$ cat config.mk
export PLATFORM = sky130hd
export DESIGN_NAME = fp_op_scheduler
export DESIGN_NICKNAME = d
export VERILOG_FILES = /design/src/rtl/fp_op_scheduler.sv
export SDC_FILE = /design/constraint.sdc
export NUM_CORES = 1
export LEC_CHECK = 0
export BUFFER_PORTS_ARGS = -buffer_cell sky130_fd_sc_hd__buf_2
export CAP_MARGIN = 5
export CORE_MARGIN = 5
export CORE_UTILIZATION = 35
export CTS_BUF_LIST = sky130_fd_sc_hd__clkbuf_16
export CTS_CLUSTER_DIAMETER = 40
export DETAILED_ROUTE_END_ITERATION = 8
export PLACE_DENSITY = 0.71
export RECOVER_POWER = 25
export SETUP_SLACK_MARGIN = 0.05
export SLEW_MARGIN = 5
export SYNTH_ARGS = -nofsm -noshare
export SYNTH_HDL_FRONTEND = slang
export SYNTH_SLANG_ARGS = --single-unit
$ cat constraint.sdc
create_clock -name clk -period 5.4 [get_ports clk]
set_clock_uncertainty 0.1 [all_clocks]
set_input_delay 0.54 -clock clk [delete_from_list [all_inputs] [get_ports clk]]
set_output_delay 0.54 -clock clk [all_outputs]
set_load 0.01 [all_outputs]
$ cat src/rtl/fp_op_scheduler.sv
// Round-robin scheduler sharing one pipelined FP unit among NUM_REQ requesters, with credits,
// reserved-opcode NaN replies and a flush/drain FSM. Define FP_SCHED_STATS_EN for issue/stall counters.
module fp_op_scheduler #(
  parameter int NUM_REQ = 4,
  parameter int MAX_OUT = 4
) (
  input  logic                  clk,
  input  logic                  rst,
  input  logic [NUM_REQ-1:0]    req_valid,
  output logic [NUM_REQ-1:0]    req_ready,
  input  logic [NUM_REQ*32-1:0] req_a,
  input  logic [NUM_REQ*32-1:0] req_b,
  input  logic [NUM_REQ*2-1:0]  req_op,
  output logic                  fpu_valid,
  output logic [31:0]           fpu_a,
  output logic [31:0]           fpu_b,
  output logic [1:0]            fpu_op,
  output logic [2:0]            fpu_tag,
  input  logic                  fpu_res_valid,
  input  logic [31:0]           fpu_res,
  input  logic [2:0]            fpu_res_tag,
  output logic [NUM_REQ-1:0]    rsp_valid,
  output logic [31:0]           rsp_data,
  input  logic                  flush,
  output logic                  flush_done
`ifdef FP_SCHED_STATS_EN
  ,
  output logic [31:0]           stat_issue,
  output logic [31:0]           stat_stall
`endif
);

  typedef struct packed {
    logic        sign;
    logic [7:0]  biased_exponent;
    logic [22:0] mantissa;
  } float_t;

  typedef enum logic [1:0] {RUN = 2'd0, DRAIN = 2'd1, FLUSHED = 2'd2} state_t;

  localparam logic [1:0]  OP_RSVD = 2'b11;
  localparam logic [31:0] QNAN    = 32'h7FC0_0000;

  state_t             state_reg;
  logic               flush_done_reg;
  logic [3:0]         out_cnt;
  logic [2:0]         rr_ptr_reg;
  logic               nan_pend_reg;
  logic [2:0]         nan_tag_reg;
  logic               err_underflow;
  logic               fpu_valid_reg;
  float_t             fpu_a_reg;
  float_t             fpu_b_reg;
  logic [1:0]         fpu_op_reg;
  logic [2:0]         fpu_tag_reg;
  logic [NUM_REQ-1:0] rsp_valid_reg;
  logic [31:0]        rsp_data_reg;

  logic [NUM_REQ-1:0] rsvd;
  logic [NUM_REQ-1:0] cand;
  logic [NUM_REQ-1:0] res_oh;
  logic [NUM_REQ-1:0] nan_oh;
  logic [NUM_REQ-1:0] grant_oh;
  logic               credit_ok;
  logic               grant_en;
  logic               grant_any;
  logic               grant_rsvd;
  logic               issue;
  logic               res_ok;
  logic [2:0]         grant_idx;
  float_t             sel_a;
  float_t             sel_b;
  logic [1:0]         sel_op;
  logic [3:0]         out_cnt_next;
  logic               nan_pend_next;
  logic               drained_next;

  // A returning result frees its slot in the same cycle, so a full unit can still accept one op.
  assign credit_ok = (out_cnt < 4'(MAX_OUT)) || fpu_res_valid;
  assign grant_en  = !rst && (state_reg == RUN) && !flush;

  genvar gi;
  generate
    for (gi = 0; gi < NUM_REQ; gi++) begin : g_req
      assign rsvd[gi]   = (req_op[2*gi +: 2] == OP_RSVD);
      assign cand[gi]   = req_valid[gi] && (rsvd[gi] ? !nan_pend_reg : credit_ok);
      assign res_oh[gi] = (fpu_res_tag == 3'(gi));
      assign nan_oh[gi] = (nan_tag_reg == 3'(gi));
    end
  endgenerate

  always_comb begin
    grant_any  = 1'b0;
    grant_idx  = '0;
    grant_oh   = '0;
    grant_rsvd = 1'b0;
    sel_a      = '0;
    sel_b      = '0;
    sel_op     = '0;
    if (grant_en) begin
      for (int k = 0; k < NUM_REQ; k++) begin
        for (int j = 0; j < NUM_REQ; j++) begin
          if (!grant_any && cand[j] && (((int'(rr_ptr_reg) + k) % NUM_REQ) == j)) begin
            grant_any  = 1'b1;
            grant_idx  = 3'(j);
            grant_oh[j] = 1'b1;
            grant_rsvd = rsvd[j];
            sel_a      = req_a[32*j +: 32];
            sel_b      = req_b[32*j +: 32];
            sel_op     = req_op[2*j +: 2];
          end
        end
      end
    end
  end

  assign req_ready = grant_oh;
  assign issue     = grant_any && !grant_rsvd;
  assign res_ok    = fpu_res_valid && (out_cnt != 4'd0);

  always_comb begin
    out_cnt_next = out_cnt;
    if (issue && !res_ok)
      out_cnt_next = out_cnt + 4'd1;
    else if (!issue && res_ok)
      out_cnt_next = out_cnt - 4'd1;
  end

  // A NaN reply stays pending only when a real result owns the output in the grant cycle.
  assign nan_pend_next = res_ok && (nan_pend_reg || grant_rsvd);
  assign drained_next  = (out_cnt_next == 4'd0) && !nan_pend_next;

  // Drain completion is judged on next-cycle occupancy so flush_done rises right after the last result.
  always_ff @(posedge clk) begin
    if (rst) begin
      state_reg      <= RUN;
      flush_done_reg <= 1'b0;
    end else begin
      flush_done_reg <= 1'b0;
      case (state_reg)
        RUN: begin
          if (flush) state_reg <= DRAIN;
        end
        DRAIN: begin
          if (!flush) begin
            state_reg <= RUN;
          end else if (drained_next) begin
            state_reg      <= FLUSHED;
            flush_done_reg <= 1'b1;
          end
        end
        FLUSHED: begin
          if (!flush) begin
            state_reg <= RUN;
          end else begin
            flush_done_reg <= 1'b1;
          end
        end
        default: state_reg <= RUN;
      endcase
    end
  end

  always_ff @(posedge clk) begin
    if (rst) begin
      out_cnt       <= '0;
      rr_ptr_reg    <= '0;
      err_underflow <= 1'b0;
      nan_pend_reg  <= 1'b0;
      nan_tag_reg   <= '0;
      fpu_valid_reg <= 1'b0;
      fpu_a_reg     <= '0;
      fpu_b_reg     <= '0;
      fpu_op_reg    <= '0;
      fpu_tag_reg   <= '0;
      rsp_valid_reg <= '0;
      rsp_data_reg  <= '0;
    end else begin
      out_cnt      <= out_cnt_next;
      nan_pend_reg <= nan_pend_next;
      if (grant_any)
        rr_ptr_reg <= (grant_idx == 3'(NUM_REQ-1)) ? 3'd0 : grant_idx + 3'd1;
      if (fpu_res_valid && (out_cnt == 4'd0))
        err_underflow <= 1'b1;
      if (res_ok && grant_rsvd)
        nan_tag_reg <= grant_idx;

      fpu_valid_reg <= issue;
      if (issue) begin
        fpu_a_reg   <= sel_a;
        fpu_b_reg   <= sel_b;
        fpu_op_reg  <= sel_op;
        fpu_tag_reg <= grant_idx;
      end

      rsp_valid_reg <= '0;
      if (res_ok) begin
        rsp_valid_reg <= res_oh;
        rsp_data_reg  <= fpu_res;
      end else if (nan_pend_reg) begin
        rsp_valid_reg <= nan_oh;
        rsp_data_reg  <= QNAN;
      end else if (grant_rsvd) begin
        rsp_valid_reg <= grant_oh;
        rsp_data_reg  <= QNAN;
      end
    end
  end

`ifdef FP_SCHED_STATS_EN
  logic [31:0]        stat_issue_reg;
  logic [31:0]        stat_stall_reg;
  logic [NUM_REQ-1:0] elig;

  assign elig = req_valid & ~rsvd;

  always_ff @(posedge clk) begin
    if (rst) begin
      stat_issue_reg <= '0;
      stat_stall_reg <= '0;
    end else begin
      if (issue)
        stat_issue_reg <= stat_issue_reg + 32'd1;
      if ((|elig) && !grant_any && (!credit_ok || (state_reg != RUN) || flush))
        stat_stall_reg <= stat_stall_reg + 32'd1;
    end
  end

  assign stat_issue = stat_issue_reg;
  assign stat_stall = stat_stall_reg;
`endif

  assign fpu_valid  = fpu_valid_reg;
  assign fpu_a      = fpu_a_reg;
  assign fpu_b      = fpu_b_reg;
  assign fpu_op     = fpu_op_reg;
  assign fpu_tag    = fpu_tag_reg;
  assign rsp_valid  = rsp_valid_reg;
  assign rsp_data   = rsp_data_reg;
  assign flush_done = flush_done_reg;

endmodule

==> results of run 1 <==
cell type report:
type	instances	area, um^2	area share
multi-input combinational	1129	7210	0.554
sequential	117	2340	0.180
timing repair buffer	450	2280	0.175
tap	384	480	0.0369
clock buffer	17	425	0.0327
clock inverter	15	179	0.0137
inverter	20	76.3	0.00586
antenna	10	25.0	0.00192
worst min-delay path by stage:
| stage | startpoint | end | slack [ns] | cells past startpoint |
|---|---|---|---|---|
| 5_1_grt | fpu_res[21] | rsp_data[21]$_SDFFE_PP0P_ | 0.23 | 3 |
| 4_1_cts | fpu_res[16] | rsp_data[16]$_SDFFE_PP0P_ | 0.23 | 3 |
| 3_5_place_dp | fpu_b[7]$_SDFFE_PP0P_ | fpu_b[7]$_SDFFE_PP0P_ | 0.34 | 2 |
| 2_1_floorplan | state_reg[0]$_SDFFE_PP0P_ | state_reg[0]$_SDFFE_PP0P_ | 0.35 | 2 |
| 3_3_place_gp | fpu_b[24]$_SDFFE_PP0P_ | fpu_b[24]$_SDFFE_PP0P_ | 0.34 | 2 |
| 6_report | fpu_res[16] | rsp_data[16]$_SDFFE_PP0P_ | 0.24 | 3 |
worst max-delay path, delay by kind of cell, from the launching register on:
family	cells	cell delay (ns)
AO/OA/AOI/OAI	4	1.58
buffers and inverters	2	0.55
flip-flops	1	0.56
AND/OR/NAND/NOR	2	0.61
cells by family (layout without fill, tap and decap cells):
family	Yosys count	count (layout)	synth area share
AOI/OAI and AO/OA	698	698	0.492
and+or+nand+nor	381	381	0.161
DFF	117	117	0.233
muxes	40	40	0.0401
adders and majority gates	6	6	0.00746
buffers and inverters	164	502	0.0641
other	1	11	0.000373
xor gates and xnor gates	3	3	0.00261
layout by cell type (no fill, tap or decap), drive strengths merged, types with 9 or more instances in the layout:
master | netlist | layout
diode | 0 | 10
nand2 | 136 | 136
o22ai | 51 | 51
nand3 | 48 | 48
a22oi | 10 | 10
a221oi | 72 | 72
dfxtp | 117 | 117
a311oi | 27 | 27
a211oi | 9 | 9
a221o | 54 | 54
a22o | 13 | 13
o21ai | 125 | 125
mux2i | 38 | 38
a31oi | 44 | 44
nor3 | 16 | 16
o211ai | 33 | 33
buf | 25 | 394
nor2 | 150 | 150
a222oi | 18 | 18
o221ai | 45 | 45
clkbuf | 119 | 73
inv | 19 | 28
a21oi | 155 | 155
report_power, final:
part           switching (W)  total (W)  internal, W
clock network       0.000509    0.00121     0.000701
registers           0.000146    0.00121      0.00107
logic                0.00190    0.00310      0.00121
total                0.00255    0.00552      0.00297
through the flow:
step	setup slack (ns)	instances	power [W]	util
after global placement	1.18	2100	0.00421	0.436
after global routing	0.834	2139	0.00590	0.456
final	1.02	2142	0.00552	0.456
after CTS	1.01	2132	0.00550	0.458
after detailed placement	1.06	2100	0.00429	0.436
after floorplan	2.08	1410	0.00331	-
layer usage:
layer  vias to the layer above  global-route usage  share of wire
met3                       192              0.0734           0.11
met1                      6649               0.364           0.39
met4                        10               0.135          0.043
li1                       6283                   -              -
met2                      1081               0.465           0.46
met5                         -                   0         0.0012
==> impl_metrics.json, run 1 <==
{
  "wl_per_cell_um": 23.4,
  "end_kind": "primary output",
  "yosys_most_used_dff": "dfxtp_1",
  "drtIter0Drc": 2042,
  "worst_ep_arrival_time_ns": 3.74,
  "setup_viol": 0,
  "globalRouteOverflowTotal": 0,
  "cpMaxStageDelayCell": "o211ai_2",
  "cts_inserted_buffers": 17,
  "rr_worst_depth": 8,
  "start_kind": "flip-flop",
  "cts_resized": 0,
  "grt_setup_unrepaired": "no",
  "worstMarginPinSlew_ns": 1.22,
  "yosys-top-cells-count": "a21oi_1, nor2_1, nand2_1",
  "hold_viol_final": 0,
  "coreArea_um2": 28500,
  "endpoint": "req_ready[0]",
  "leakagePower_nw": 5.18,
  "post-route-drc-count": 0,
  "clk_latency_ns": 0.42,
  "fin_nets": 2048,
  "cpPeakStageDelay_ns": 0.94,
  "rows": 62,
  "gp_congestion": 0.931,
  "r2r_slack_ns": 1.17,
  "hold_slack_ns": 0.245,
  "ir_drop_v": 0.000239,
  "syn_area_um2": 10100,
  "grt_max_degree": 92,
  "antenna_found_initial": 14,
  "clock-sinks": 117,
  "clk_pin_slew_ns": 0.07,
  "cp_max_fo": 25,
  "num-fill-cells": 2939,
  "h-tree-depth": 4,
  "die_x_um": 180,
  "drive_gt1_frac": 0.265,
  "min_path_type": "primary input to flip-flop",
  "syn_nets": 1723,
  "vias_per_cell": 6.64,
  "die_h_um": 180,
  "setup.worst_path.class": "flip-flop to primary output",
  "cp-startpoint": "out_cnt[3]$_SDFF_PP0_",
  "grt_use_total": 0.289,
  "timing.fmax_ghz": 0.228,
  "yosysMostFrequentCell": "a21oi_1",
  "relSlewSlack": 0.186,
  "synthTopCellsByArea": "dfxtp_1, a21oi_1, a221oi_1, o21ai_0, nor2_1",
  "wl_um": 50100,
  "min_period_ns": 4.38,
  "dp_hpwl_um": 34300,
  "synth-seq-cells": 117,
  "cts_hold_buf": 0,
  "die-area_um2": 32200,
  "grt_pass1_wl_um": 76800,
  "maxSlewViolCount": 0,
  "cp_cell_sequence": "o21bai_4 > o211ai_2 > nand2_1 > nor2_4 > buf_4 > a21oi_1 > a21oi_1 > buf_2",
  "firstDrtPassIters": 6,
  "tns_ns": 0,
  "synthArstFlopShare": 0,
  "detail-route-antenna-nets": 0,
  "powerDensity_nw_per_um2": 424,
  "vias": 14200,
  "placed_area_um2": 12500,
  "ys_types": 71,
  "reg2reg_from": "out_cnt[3]$_SDFF_PP0_",
  "cap_violations": 0,
  "design_area_um2": 13000,
  "synth_edf_count": 0,
  "synth_top_cell_by_area": "dfxtp_1",
  "portBuffers": 416,
  "root_buffer": "clkbuf_16",
  "ioPinCount": 418,
  "cts_tree": "built",
  "grt_pass1_vias": 13600,
  "synthesis.area_per_instance_um2": 7.13,
  "timing.final.crit_share": 0.811,
  "reg2reg_to": "fpu_b[2]$_SDFFE_PP0P_",
  "yosysSeqAreaShare": 0.233,
  "yosysWarnings": 0,
  "area_growth_pct": 29.4,
  "clockBufferDepth": 2,
  "cp_common_cell": "a21oi_1",
  "post-cts-setup-buffers": 0,
  "yosysTopAreaCellShare": 0.233,
  "initial_utilization": 0.352,
  "cp.required_ns": 4.76,
  "synth_cells": 1410,
  "status": "completed"
}
Note: power is estimated with default switching activity, not from simulation.
==> inputs of run 2 (changes only) <==
--- a/config.mk
+++ b/config.mk
@@ -12,7 +12,7 @@
 export CTS_BUF_LIST = sky130_fd_sc_hd__clkbuf_16
 export CTS_CLUSTER_DIAMETER = 40
 export DETAILED_ROUTE_END_ITERATION = 8
-export PLACE_DENSITY = 0.71
+export PLACE_DENSITY = 0.74
 export RECOVER_POWER = 25
 export SETUP_SLACK_MARGIN = 0.05
 export SLEW_MARGIN = 5
==> constraint.sdc (replaced) <==
create_clock -name clk -period 3.6 [get_ports clk]
set_clock_uncertainty 0.1 [all_clocks]
set_input_delay 0.36 -clock clk [delete_from_list [all_inputs] [get_ports clk]]
set_output_delay 0.36 -clock clk [all_outputs]
set_load 0.01 [all_outputs]
==> impl_metrics.json, run 2 (synthesis results as in run 1) <==
{
  "status": "completed",
  "grt_pass1_vias": 14000,
  "powerDensity_nw_per_um2": 629,
  "post-route-drc-count": 0,
  "grt_pass1_wl_um": 78000,
  "leakagePower_nw": 5.44,
  "wl_per_cell_um": 23.1,
  "detail-route-antenna-nets": 0,
  "dp_hpwl_um": 35000,
  "tns_ns": 0,
  "timing.final.crit_share": 0.945,
  "antenna_found_initial": 5,
  "start_kind": "flip-flop",
  "portBuffers": 416,
  "root_buffer": "clkbuf_16",
  "clockBufferDepth": 2,
  "hold_start": "fpu_res[31]",
  "min_to": "rsp_data[31]$_SDFFE_PP0P_",
  "grt_setup_unrepaired": "no",
  "wl_met3_um": 5740,
  "rr_worst_depth": 11,
  "cts_inserted_buffers": 17,
  "most-common-layout-cells": "buf_2, a21oi_1, nor2_1, nand2_1, o21ai_0",
  "timing.fmax_ghz": 0.294,
  "cap_violations": 0,
  "die-area_um2": 32200,
  "setup_viol": 0,
  "initial_utilization": 0.352,
  "grt_max_degree": 67,
  "worst_ep_arrival_time_ns": 2.94,
  "cts_tree": "built",
  "firstDrtPassIters": 8,
  "clock-sinks": 117,
  "cts_hold_buf": 0,
  "h-tree-depth": 4,
  "vias_per_cell": 6.62,
  "fin_nets": 2094,
  "clk_pin_slew_ns": 0.07,
  "wirelength_met1_um": 19400,
  "die_h_um": 180,
  "reg2reg_from": "out_cnt[3]$_SDFF_PP0_",
  "vias": 14400,
  "area_growth_pct": 34.2,
  "num-fill-cells": 2961,
  "globalRouteOverflowTotal": 0,
  "cp_max_fo": 46,
  "hold_viol_final": 0,
  "reg2reg_to": "fpu_a[17]$_SDFFE_PP0P_",
  "drtIter0Drc": 1853,
  "gp_congestion": 0.954,
  "min_period_ns": 3.40,
  "whs_path_depth": 3,
  "grt_use_total": 0.291,
  "rows": 62,
  "highest_layer": "met5",
  "relSlewSlack": 0.371,
  "drive_gt1_frac": 0.286,
  "worstMarginPinSlew_ns": 0.944,
  "end_kind": "primary output",
  "hold_slack_ns": 0.0666,
  "min_path_type": "primary input to flip-flop",
  "ioPinCount": 418,
  "setup.worst_path.class": "flip-flop to primary output",
  "maxSlewViolCount": 0,
  "dr_wl_met2_um": 22900,
  "wl_um": 50500,
  "die_x_um": 180,
  "ir_drop_v": 0.000341,
  "r2r_slack_ns": 0.26,
  "coreArea_um2": 28500,
  "cp.required_ns": 3.14,
  "clk_latency_ns": 0.42,
  "layout_commonest_cell": "buf_2"
}
## run 2: worst max-delay path, stage by stage (launching register included)
cell and delay (ns):
dfxtp_2 0.39, o21ba_4 0.28, a211oi_4 0.34, buf_4 0.19, nand2_1 0.20, nor2_4 0.17, buf_12 0.27, a21oi_1 0.17
a21oi_1 0.28, buf_2 0.22
## run 2: per-layer routing
metal / up-vias / GRT usage
li1: 6364 / -
met1: 6673 / 0.363
met2: 1165 / 0.467
met3: 241 / 0.0762
met4: 6 / 0.138
met5: - / 0
## run 2: through the flow
step                area, um^2  cells  power [W]  utilization  worst slack, ns
floorplan                10100   1410    0.00496            -            0.589
global placement         12900   2142    0.00657        0.452            0.225
detailed placement       12900   2142    0.00667        0.452            0.156
CTS                      13500   2174    0.00844        0.473           0.0702
global route             13500   2180    0.00905        0.473           0.0506
finish                   13500   2181    0.00849        0.473            0.198
## run 2: layout make-up
| class | count | area (um^2) | area share |
|---|---|---|---|
| Multi-Input combinational cell | 1129 | 7220 | 0.535 |
| Timing Repair Buffer | 496 | 2780 | 0.206 |
| Sequential cell | 117 | 2350 | 0.174 |
| Tap cell | 384 | 480 | 0.0356 |
| Clock buffer | 17 | 425 | 0.0315 |
| Clock inverter | 15 | 156 | 0.0116 |
| Inverter | 20 | 76.3 | 0.00565 |
| Antenna cell | 3 | 7.51 | 0.000556 |
## run 2: worst max path at each step
| stage | from | end | cells after the start |
|---|---|---|---|
| 6_report | out_cnt[3]$_SDFF_PP0_ | req_ready[0] | 9 |
| 5_1_grt | nan_pend_reg$_SDFF_PP0_ | req_ready[0] | 10 |
| 4_1_cts | nan_pend_reg$_SDFF_PP0_ | req_ready[0] | 10 |
| 3_5_place_dp | fpu_res_valid | flush_done$_SDFF_PP0_ | 12 |
| 3_3_place_gp | fpu_res_valid | flush_done$_SDFF_PP0_ | 12 |
| 2_1_floorplan | out_cnt[3]$_SDFF_PP0_ | flush_done$_SDFF_PP0_ | 13 |
## run 2: repair_timing
item                       4_1_cts  5_1_grt
setup endpoints to repair        3        7
resized for setup                2        5
setup buffers                    0        4
pin swaps                        0        1
## run 2: power by group
| part | internal (W) | total [W] | switching, W |
|---|---|---|---|
| Combinational | 0.00201 | 0.00495 | 0.00294 |
| Sequential | 0.00160 | 0.00180 | 0.000200 |
| Clock | 0.000928 | 0.00174 | 0.000808 |
| Total | 0.00454 | 0.00849 | 0.00395 |
